`config.mk`:
```
export PLATFORM = sky130hd
export DESIGN_NAME = source_ram_loader
export DESIGN_NICKNAME = d
export VERILOG_FILES = /design/src/rtl/source_ram_loader.sv
export SDC_FILE = /design/constraint.sdc
export NUM_CORES = 1
export LEC_CHECK = 0
export ABC_AREA = 1
export BUFFER_PORTS_ARGS = -buffer_cell sky130_fd_sc_hd__buf_2
export CAP_MARGIN = 30
export CELL_PAD_IN_SITES_DETAIL_PLACEMENT = 0
export CELL_PAD_IN_SITES_GLOBAL_PLACEMENT = 2
export CORE_AREA = 2 2 266 268
export DETAILED_ROUTE_END_ITERATION = 10
export DIE_AREA = 0 0 268 270
export GPL_TIMING_DRIVEN = 1
export PLACE_DENSITY = 0.58
export SLEW_MARGIN = 20
export SYNTH_ARGS = -nofsm -noshare
export SYNTH_HDL_FRONTEND = slang
export SYNTH_SLANG_ARGS = --single-unit
```
`constraint.sdc`:
```
create_clock -name ram_clk -period 1.95 [get_ports ram_clk]
set_input_delay 0.195 -clock ram_clk [delete_from_list [all_inputs] [get_ports ram_clk]]
set_output_delay 0.195 -clock ram_clk [all_outputs]
set_load 0.05 [all_outputs]
```
`src/rtl/source_ram_loader.sv`:
```
// Write-side controller for the 4-bank source RAM array: streams one block of
// 16 packets x 64 words into the banks, packet p -> bank p[1:0], slot p[3:2].
module source_ram_loader #(
  parameter int WPP_LOG2 = 6,
  parameter int NUM_PKT  = 16
) (
  input  logic         ram_clk,
  input  logic         rst,
  input  logic         start,
  input  logic [127:0] in_data,
  input  logic         in_valid,
  input  logic         in_last,
  output logic         in_ready,
  output logic [511:0] ram_data,
  output logic [3:0]   ram_wren,
  output logic [31:0]  ram_address,
  output logic         busy,
  output logic         done,
  output logic         len_err
);

  localparam int PKT_W  = $clog2(NUM_PKT);
  localparam int ADDR_W = PKT_W - 2 + WPP_LOG2;

  localparam logic [1:0] S_IDLE = 2'd0;
  localparam logic [1:0] S_LOAD = 2'd1;
  localparam logic [1:0] S_DONE = 2'd2;

  logic [1:0]          state_q;
  logic [WPP_LOG2-1:0] word_cnt;
  logic [PKT_W-1:0]    pkt_cnt;
  logic [127:0]        data_q;
  logic [ADDR_W-1:0]   addr_q;
  logic [3:0]          wren_q;
  logic                done_q;
  logic                len_err_q;

  logic beat;
  logic word_last;
  logic pkt_last;

  assign in_ready  = (state_q == S_LOAD);
  assign beat      = in_valid && in_ready;
  assign word_last = (word_cnt == {WPP_LOG2{1'b1}});
  assign pkt_last  = (pkt_cnt == PKT_W'(NUM_PKT - 1));

  // NOTE: state and counters use non-blocking assignments so every branch
  // below sees the pre-edge counter values that describe the current beat.
  always_ff @(posedge ram_clk) begin
    if (rst) begin
      state_q   <= S_IDLE;
      word_cnt  <= '0;
      pkt_cnt   <= '0;
      data_q    <= '0;
      addr_q    <= '0;
      wren_q    <= '0;
      done_q    <= 1'b0;
      len_err_q <= 1'b0;
    end else begin
      wren_q <= '0;
      case (state_q)
        S_IDLE, S_DONE: begin
          if (start) begin
            state_q   <= S_LOAD;
            word_cnt  <= '0;
            pkt_cnt   <= '0;
            done_q    <= 1'b0;
            len_err_q <= 1'b0;
          end
        end
        S_LOAD: begin
          if (beat) begin
            wren_q   <= 4'b0001 << pkt_cnt[1:0];
            addr_q   <= {pkt_cnt[PKT_W-1:2], word_cnt};
            data_q   <= in_data;
            word_cnt <= word_cnt + 1'b1;
            // in_last is only audited; the counters alone define framing.
            if (in_last != word_last) len_err_q <= 1'b1;
            if (word_last) begin
              pkt_cnt <= pkt_cnt + 1'b1;
              if (pkt_last) begin
                state_q <= S_DONE;
                done_q  <= 1'b1;
              end
            end
          end
        end
        default: state_q <= S_IDLE;
      endcase
    end
  end

  assign ram_data    = {4{data_q}};
  assign ram_address = {4{addr_q}};
  assign ram_wren    = wren_q;
  assign busy        = (state_q == S_LOAD);
  assign done        = done_q;
  assign len_err     = len_err_q;

endmodule

```
Word-level counts from Yosys, hierarchy flattened
Index checks and enable logic that the tools add are counted.

Reductions and logical operators: 11. Shift-type cells: 1. Eq/ne operators: 10. Add/sub/neg operators: 2. Mux-type cells: 20. Bitwise logic cells: 2.

Operator list (number): $mux 4 (3); $mux 6 (2); $pmux 6 s2 (1); $reduce_and 4->1 (3); $mux 2 (4); $ne 2x1->1 const B (4); $pmux 4 s2 (1); $add 6x1->6 const B (1); $eq 6x6->1 const B (1); $mux 1 (6); $reduce_and 5->1 (1); $add 4x1->4 const B (1); $eq 4x4->1 const B (1); $pmux 1 s2 (2); $pmux 2 s2 (1); $shl 1x2->4 const A (1); $reduce_and 3->1 (1); $reduce_or 3->1 (1); $eq 2x1->1 const B (1); $eq 2x2->1 const B (1); $logic_not 2->1 (1); $ne 2x2->1 const B (1); $not 1->1 (2); $reduce_and 2->1 (1); other kinds (4) (4).

Logic and storage cells: 54. Output and inout port bits: 552. Register bits: 154. Bits of input ports: 133.

Longest topological paths before layout
Gate-level depths: netlist of run 1.

Word-level depth: 5. Gate-level depth with buffers: 8. Mapped depth without buffers: 8.

Worst setup path after synthesis of run 1
No wires, ideal clock.

Path kind: reg-to-reg. From: reg state_q[0]. To: reg data_q[12]. Data arrival time: 1.292 ns. Library setup time: 0.070 ns. Cell stages (with the launch flop): 9. Setup slack: 0.588 ns. Cell sequence: dfxtp_1 inv_2 nor2_8 nand2_4 inv_2 buf_6 buf_6 nand2_1 a21oi_1.

Word-level cells in the longest chain between the ends: 3.

RTL lines: start: declaration (RTL line 29) `logic [1:0] state_q;`; start signal: assignment (RTL line 51) `state_q <= S_IDLE;`; start signal: assignment (RTL line 64) `state_q <= S_LOAD;`; start signal: assignment (RTL line 82) `state_q <= S_DONE;`; $eq 2x1->1 (*); net busy (RTL line 17) `output logic busy,`; $logic_and 1x1->1 (RTL line 43) `assign beat = in_valid && in_ready;`; $reduce_and 2->1 (no source line) (*); end signal: assignment (RTL line 75) `data_q <= in_data;`; end: declaration (RTL line 32) `logic [127:0] data_q;`.

The timed path passes the listed nets; every way through them passes the cells marked *. A chain may end at the register's enable or synchronous reset.

Final worst setup path of run 1
From: reg state_q[0]. To: out in_ready.

Word-level cells in the longest chain between the ends: 1.

RTL lines: $eq 2x1->1 (RTL line 42) `assign in_ready = (state_q == S_LOAD);`; end: declaration (RTL line 13) `output logic in_ready,`.

Every way passes these cells.

==> results of run 1 <==
[worst max path at each step]
stage	endpoint	slack, ns	from	cells after the start
floorplan	data_q[12]	0.59	state_q[0]	8
global placement	data_q[42]	0.46	state_q[0]	7
detailed placement	data_q[87]	0.41	state_q[0]	7
CTS	in_ready	0.14	state_q[0]	3
global route	in_ready	0.11	state_q[0]	3
finish	in_ready	0.26	state_q[0]	3
[routing by layer]
metal | part of all wire [%] | routed length, µm | global-route usage [%]
met1 | 38 | 11300 | 7.83
met2 | 51 | 14900 | 14.0
met3 | 8.9 | 2630 | 3.36
met4 | 1.8 | 523 | 3.25
met5 | 0.18 | 53 | 0
[worst max-delay path, stage by stage, from the launching register on]
cell     delay [ns]
dfxtp_1        0.36
inv_2          0.08
nor2_8         0.18
buf_2          0.38
[kinds of logic after synthesis]
kind of cell,Yosys count
compound gates,163
flops,154
simple gates,308
xor+xnor,1
fa+ha+maj,2
buf+inv,472
[placed cells by master (no fill, tap or decap), types with 2 or more instances in the layout]
master and count:
o21ai_0 16, clkinvlp_4 2, clkinv_4 3, inv_8 3, nand3_1 7, buf_4 4
buf_12 6, buf_2 683, o21bai_1 2, nor3_1 4, inv_1 16, dfxtp_1 154
nand2_1 283, clkbuf_16 17, dlygate4sd3_1 129, a21oi_1 145, bufinv_16 2, ha_1 2
inv_6 6, nor2_1 9
[registers in the layout, summed over array words and instances (netlist names)]
| name | count |
|---|---|
| addr_q | 8 |
| data_q | 128 |
| done | 1 |
| len_err | 1 |
| pkt_cnt | 4 |
| ram_wren | 4 |
| state_q | 2 |
| word_cnt | 6 |
[where the power goes]
part	switching (µW)	total, µW	internal (µW)
clock network	1620	3550	1930
registers	181	3470	3280
logic	2390	3120	733
[cell type report]
type                            instances  area, µm²  area share [%]
Tap cell                              940       1180            9.91
Clock buffer                           17        425            3.59
Inverter                               19       76.3           0.643
Clock inverter                         15        179            1.51
Sequential cell                       154       3080            26.0
Timing Repair Buffer                  822       4860            41.0
Multi-Input combinational cell        474       2070            17.4
[cells in the mapped netlist]
library cell / count
buf_2: 15
buf_4: 410
nor2_8: 1
nor2_1: 9
clkbuf_1: 20
o21ai_0: 16
nand2_1: 283
inv_2: 2
xor2_1: 1
nor3b_1: 1
nand3_1: 7
nor3_1: 4
ha_1: 2
clkinv_1: 1
inv_1: 16
or2_2: 1
dfxtp_1: 154
o21bai_1: 2
nand2_4: 1
a21oi_1: 145
buf_6: 8
nand2_2: 1
[through the flow]
stage               hold WS [ns]  worst slack (ns)
global placement           0.445             0.455
floorplan                  0.338             0.588
global route               0.159             0.112
detailed placement         0.450             0.406
finish                     0.149             0.264
CTS                       0.0999             0.143
==> flow_summary_export.csv, run 1 <==
group,metric,value,unit
status,status,"finished, final reports clean",
final_layout,area_growth,39.1,%
final_layout,layout.nets,1623,
timing,worst_pin_slew,0.411,ns
worst_setup_path,cp_data_arrival_time,1.49,ns
job,maxCapViolations,0,
floorplanning,start_util,12.3,%
routing,drt_first_pass_iters,4,
synthesis,yosys.area_share.simple,14.1,%
worst_setup_path,reg2regPathDepth,7,
synthesis,ys_top_cells_by_area,"dfxtp_1 (36%), buf_4 (36%), nand2_1 (12%)",
floorplanning,coreArea,69500,µm²
synthesis,synth-compound-area-share,9.62,%
worst_setup_path,r2r-end,"data_q[87]",
final_layout,fillers,7959,
placement,post-dp-hpwl,22.7,mm
placement,io_buffers,684,
final_layout,final_area,11900,µm²
synthesis,synthDistinctLibCells,22,
grt,grtUsageTotal,7.80,%
routing,antenna_left,0,
grt,grt_pass1_vias,6870,
timing,rsz0062_at_grt,"no",
synthesis,syn-num-nets,1235,
clocking,postCtsHoldBufs,129,
worst_setup_path,r2r_setup_slack,0.41,ns
floorplanning,die_area,72400,µm²
hold_path,min_from,"start",
floorplanning,die_y,270,µm
synthesis,ys_ff_latch,154,
grt,grt_max_degree,73,
final_layout,n_antenna_cell,0,
routing,wirelength,29.4,mm
worst_setup_path,required,1.75,ns
pwr,p_leak,0.00621,µW
clocking,cts_resized,0,
worst_setup_path,endpoint_kind,"primary output",
synthesis,synth-adder-area-share,0.293,%
clocking,cts_inserted_buffers,17,
clocking,cts_tree,"yes",
timing,post-route-period-util,86.4,%
clocking,cts_setup_buffers,0,
final_layout,layout-drive-gt1-share,48.7,%
grt,overflow,0,
pwr,powerDensity,854,nW/µm²
placement,placed_cells,2280,
placement,place_area,9970,µm²
clocking,cts.sinks,154,
timing,fin_crit,1.69,ns
final_layout,fin_util,17.1,%
worst_setup_path,r2r_start,"state_q[0]",
hold_path,hp-class,"in -> reg",
grt,grt_pass1_wl,42.0,mm
synthesis,synth_top_family_by_area,"buffers and inverters",
clocking,path_clk_slew,0.07,ns
hold_path,holdPathStages,4,
clocking,cts_root_buffer,"clkbuf_16",
timing,drv_slew,0,
synthesis,synth.mux.area_fraction,0,%
pwr,ir_drop,0.434,mV
worst_setup_path,startpoint_type,"register",
synthesis,yosysTopAreaCell,"dfxtp_1",
synthesis,synth_warnings,0,
synthesis,synth-seq-area-share,36.1,%
worst_setup_path,cp_max_fo,10,
timing,fin_tns_setup,0,ns
floorplanning,rows,97,
timing,setup_violations,0,
floorplanning,fp.dieW,268,µm
timing,fin_worst_skew,0.00994,ns
floorplanning,ios,685,
synthesis,synthCells,1100,
synthesis,syn_area,8530,µm²
timing,slew_headroom,72.6,%
routing,wl_per_cell,12.1,µm
synthesis,synth_top_area_share,36.1,%
grt,antenna_found_initial,5,
routing,drc,0,
synthesis,synth_xor_area_share,0.103,%
worst_setup_path,critPathKind,"reg -> out",
timing,finalHoldViolCount,0,
routing,vias_per_cell,3.19,
pwr,power.total,10100,µW
placement,place_congestion,0.702,
final_layout,final_cells,2441,
clocking,max-clock-path-buffers,2,
routing,drtIter0Drc,236,
hold_path,hold_end,"word_cnt[0]",
clocking,worstSkewPairLatency,0.48,ns
routing,via_count,7778,
synthesis,syn_area_per_cell,7.75,µm²
clocking,htreeDepth,4,
timing,max_freq,593,MHz
No activity file was read; power rests on OpenSTA's default activity.
==> inputs of run 2 (changes only) <==
- ABC_AREA: 1 -> not set
- CORE_AREA: 2 2 266 268 -> 10 10 257 259
- DIE_AREA: 0 0 268 270 -> 0 0 267 269
- PLACE_DENSITY: 0.58 -> 0.64
- clock period: 1.95 -> 1.6 ns (I/O delays scaled with it)
==> flow_summary_export.csv, run 2 <==
group,metric,value,unit
final_layout,reg_top3,"data_q x128, addr_q x8, word_cnt x6",
worst_setup_path,cp_max_fo,4,
grt,grtUsageTotal,8.86,%
timing,max_freq,663,MHz
synthesis,synth_top_area_share,36.3,%
worst_setup_path,cp_slowest_cell,"dfxtp_2",
clocking,path_clk_slew,0.07,ns
clocking,htreeDepth,4,
job,maxCapViolations,0,
routing,vias_per_cell,3.45,
synthesis,syn_area,8490,µm²
floorplanning,die_y,269,µm
status,status,"finished, final reports clean",
synthesis,synth_most_common_cell,"buf_4",
worst_setup_path,crit_buf_inv,3,
clocking,worstSkewPairLatency,0.47,ns
synthesis,postSynth.asyncResetShare,0,%
pwr,ir_drop,0.780,mV
synthesis,synth-main-ff-cell,"dfxtp_1",
routing,drt_first_pass_iters,4,
timing,fin_worst_skew,0.00958,ns
routing,drtIter0Drc,302,
grt,antenna_found_initial,1,
placement,pre_cts_slack,0.142,ns
timing,fin_tns_setup,0,ns
worst_setup_path,crit_family,"buffers and inverters",
worst_setup_path,startpoint_type,"register",
clocking,cts_tree,"yes",
synthesis,synthTopCellsByCount,"buf_4 (411), nand2_1 (277), dfxtp_1 (154)",
floorplanning,start_util,13.9,%
routing,antenna_left,0,
worst_setup_path,crit_chain,"buf_4 > nor2_2 > buf_6 > buf_8",
final_layout,area_growth,39.9,%
floorplanning,rows,91,
routing,via_count,7917,
worst_setup_path,required,1.44,ns
floorplanning,die_area,71800,µm²
placement,io_buffers,684,
placement,post-dp-hpwl,27.1,mm
clocking,cts_inserted_buffers,17,
synthesis,synthCells,1087,
final_layout,mostFrequentLayoutCells,"buf_2 (681), nand2_1 (277), dfxtp_1 (152)",
final_layout,layout_commonest_cell,"buf_2",
timing,rsz0062_at_grt,"no",
floorplanning,fp.dieW,267,µm
pwr,p_leak,0.00629,µW
worst_setup_path,endpoint_kind,"primary output",
clocking,cts_root_buffer,"clkbuf_16",
timing,finalHoldViolCount,0,
final_layout,n_antenna_cell,0,
final_layout,layout.nets,1624,
synthesis,synth_warnings,0,
synthesis,syn_area_per_cell,7.81,µm²
timing,fin_crit,1.51,ns
hold_path,hp-class,"in -> reg",
final_layout,largest_reg_flops,128,
floorplanning,coreArea,61000,µm²
grt,grt_pass1_vias,8133,
synthesis,yosysTopAreaCell,"buf_4",
timing,drv_slew,0,
grt,grt_pass1_wl,48.9,mm
timing,post-route-period-util,94.3,%
timing,slew_headroom,71.9,%
grt,overflow,0,
floorplanning,ios,685,
synthesis,synth-seq-area-share,36.3,%
synthesis,syn-num-nets,1222,
timing,fin_ws,0.0920,ns
grt,grt_max_degree,76,
timing,worst_pin_slew,0.422,ns
worst_setup_path,critPathKind,"reg -> out",
worst_setup_path,cp_data_arrival_time,1.35,ns
final_layout,fin_util,19.5,%
worst_setup_path,slowest_delay,0.34,ns
clocking,max-clock-path-buffers,2,
synthesis,ys_top_cells_by_area,"buf_4 (36%), dfxtp_1 (36%), nand2_1 (12%)",
clocking,cts.sinks,154,
final_layout,layout-drive-gt1-share,50.3,%
routing,wl_per_cell,15.3,µm
routing,wirelength,35.2,mm
pwr,powerDensity,1000,nW/µm²
timing,setup_violations,0,
synthesis,ys_ff_latch,154,
synthesis,synth-edff-count,0,
final_layout,regMostFlops,"data_q",
routing,drc,0,
placement,place_congestion,0.735,
synthesis,synthDistinctLibCells,32,
## run 2: per-stage QoR
step	cell area (µm²)	hold slack, ns	total power, µW	cells
after floorplan	8490	0.275	7070	1087
after global placement	9890	0.401	7470	2126
after detailed placement	9890	0.407	7470	2126
after CTS	11800	0.0128	12300	2291
after global routing	11900	0.102	12500	2292
final	11900	0.116	11900	2292
## run 2: worst paths after layout
check	start	endpoint	slack (ns)	depth (start not counted)
min	start	state_q[1]	0.12	4
max	state_q[1]	in_ready	0.09	4
min reg2reg	len_err	len_err	0.47	2
max reg2reg	state_q[0]	pkt_cnt[3]	0.13	5
## run 2: cell type report
cell class / count / area, µm²
flip-flops and latches: 154 / 3090
fillers: 6858 / 49100
clock buffers: 18 / 439
inverters: 2 / 7.51
well taps: 790 / 988
multi-input cells: 472 / 2140
repair buffers: 842 / 5070
clock inverters: 14 / 155
## run 2: tightest hold or removal path, stage by stage
cell	delay [ns]
buf_2	0.09
nor2_1	0.04
a21oi_1	0.17
a211oi_2	0.07
## run 2: what timing repair did
action                     CTS  global route
setup buffers                2             0
gates cloned                 0             1
gates resized for setup     10             3
hold buffers               131             0
setup endpoints to repair    2             5
hold endpoints to repair   131             0
## run 2: cells by family (layout without fill, tap and decap cells)
group                    after synthesis  in the layout  share of synthesized area, %
buffers and inverters                461            876                          38.8
AND/OR/NAND/NOR                      310            310                          14.5
AO/OA/AOI/OAI                        155            155                          9.58
flip-flops                           154            154                          36.3
XOR/XNOR                               5              5                         0.516
adder cells (fa/ha/maj)                2              2                         0.295
## run 2: per-layer routing
layer | vias to the layer above | GRT usage (%) | wire (µm)
met5 | - | 0 | 0
li1 | 3842 | - | -
met4 | 0 | 3.12 | 534
met3 | 29 | 3.33 | 2940
met2 | 364 | 16.2 | 18400
met1 | 3682 | 9.15 | 13300
## run 2: where the power goes
part	internal (µW)	switching [µW]	total, µW
combinational	867	2610	3470
clock	2250	2040	4290
sequential	3980	191	4170
total	7100	4840	11900
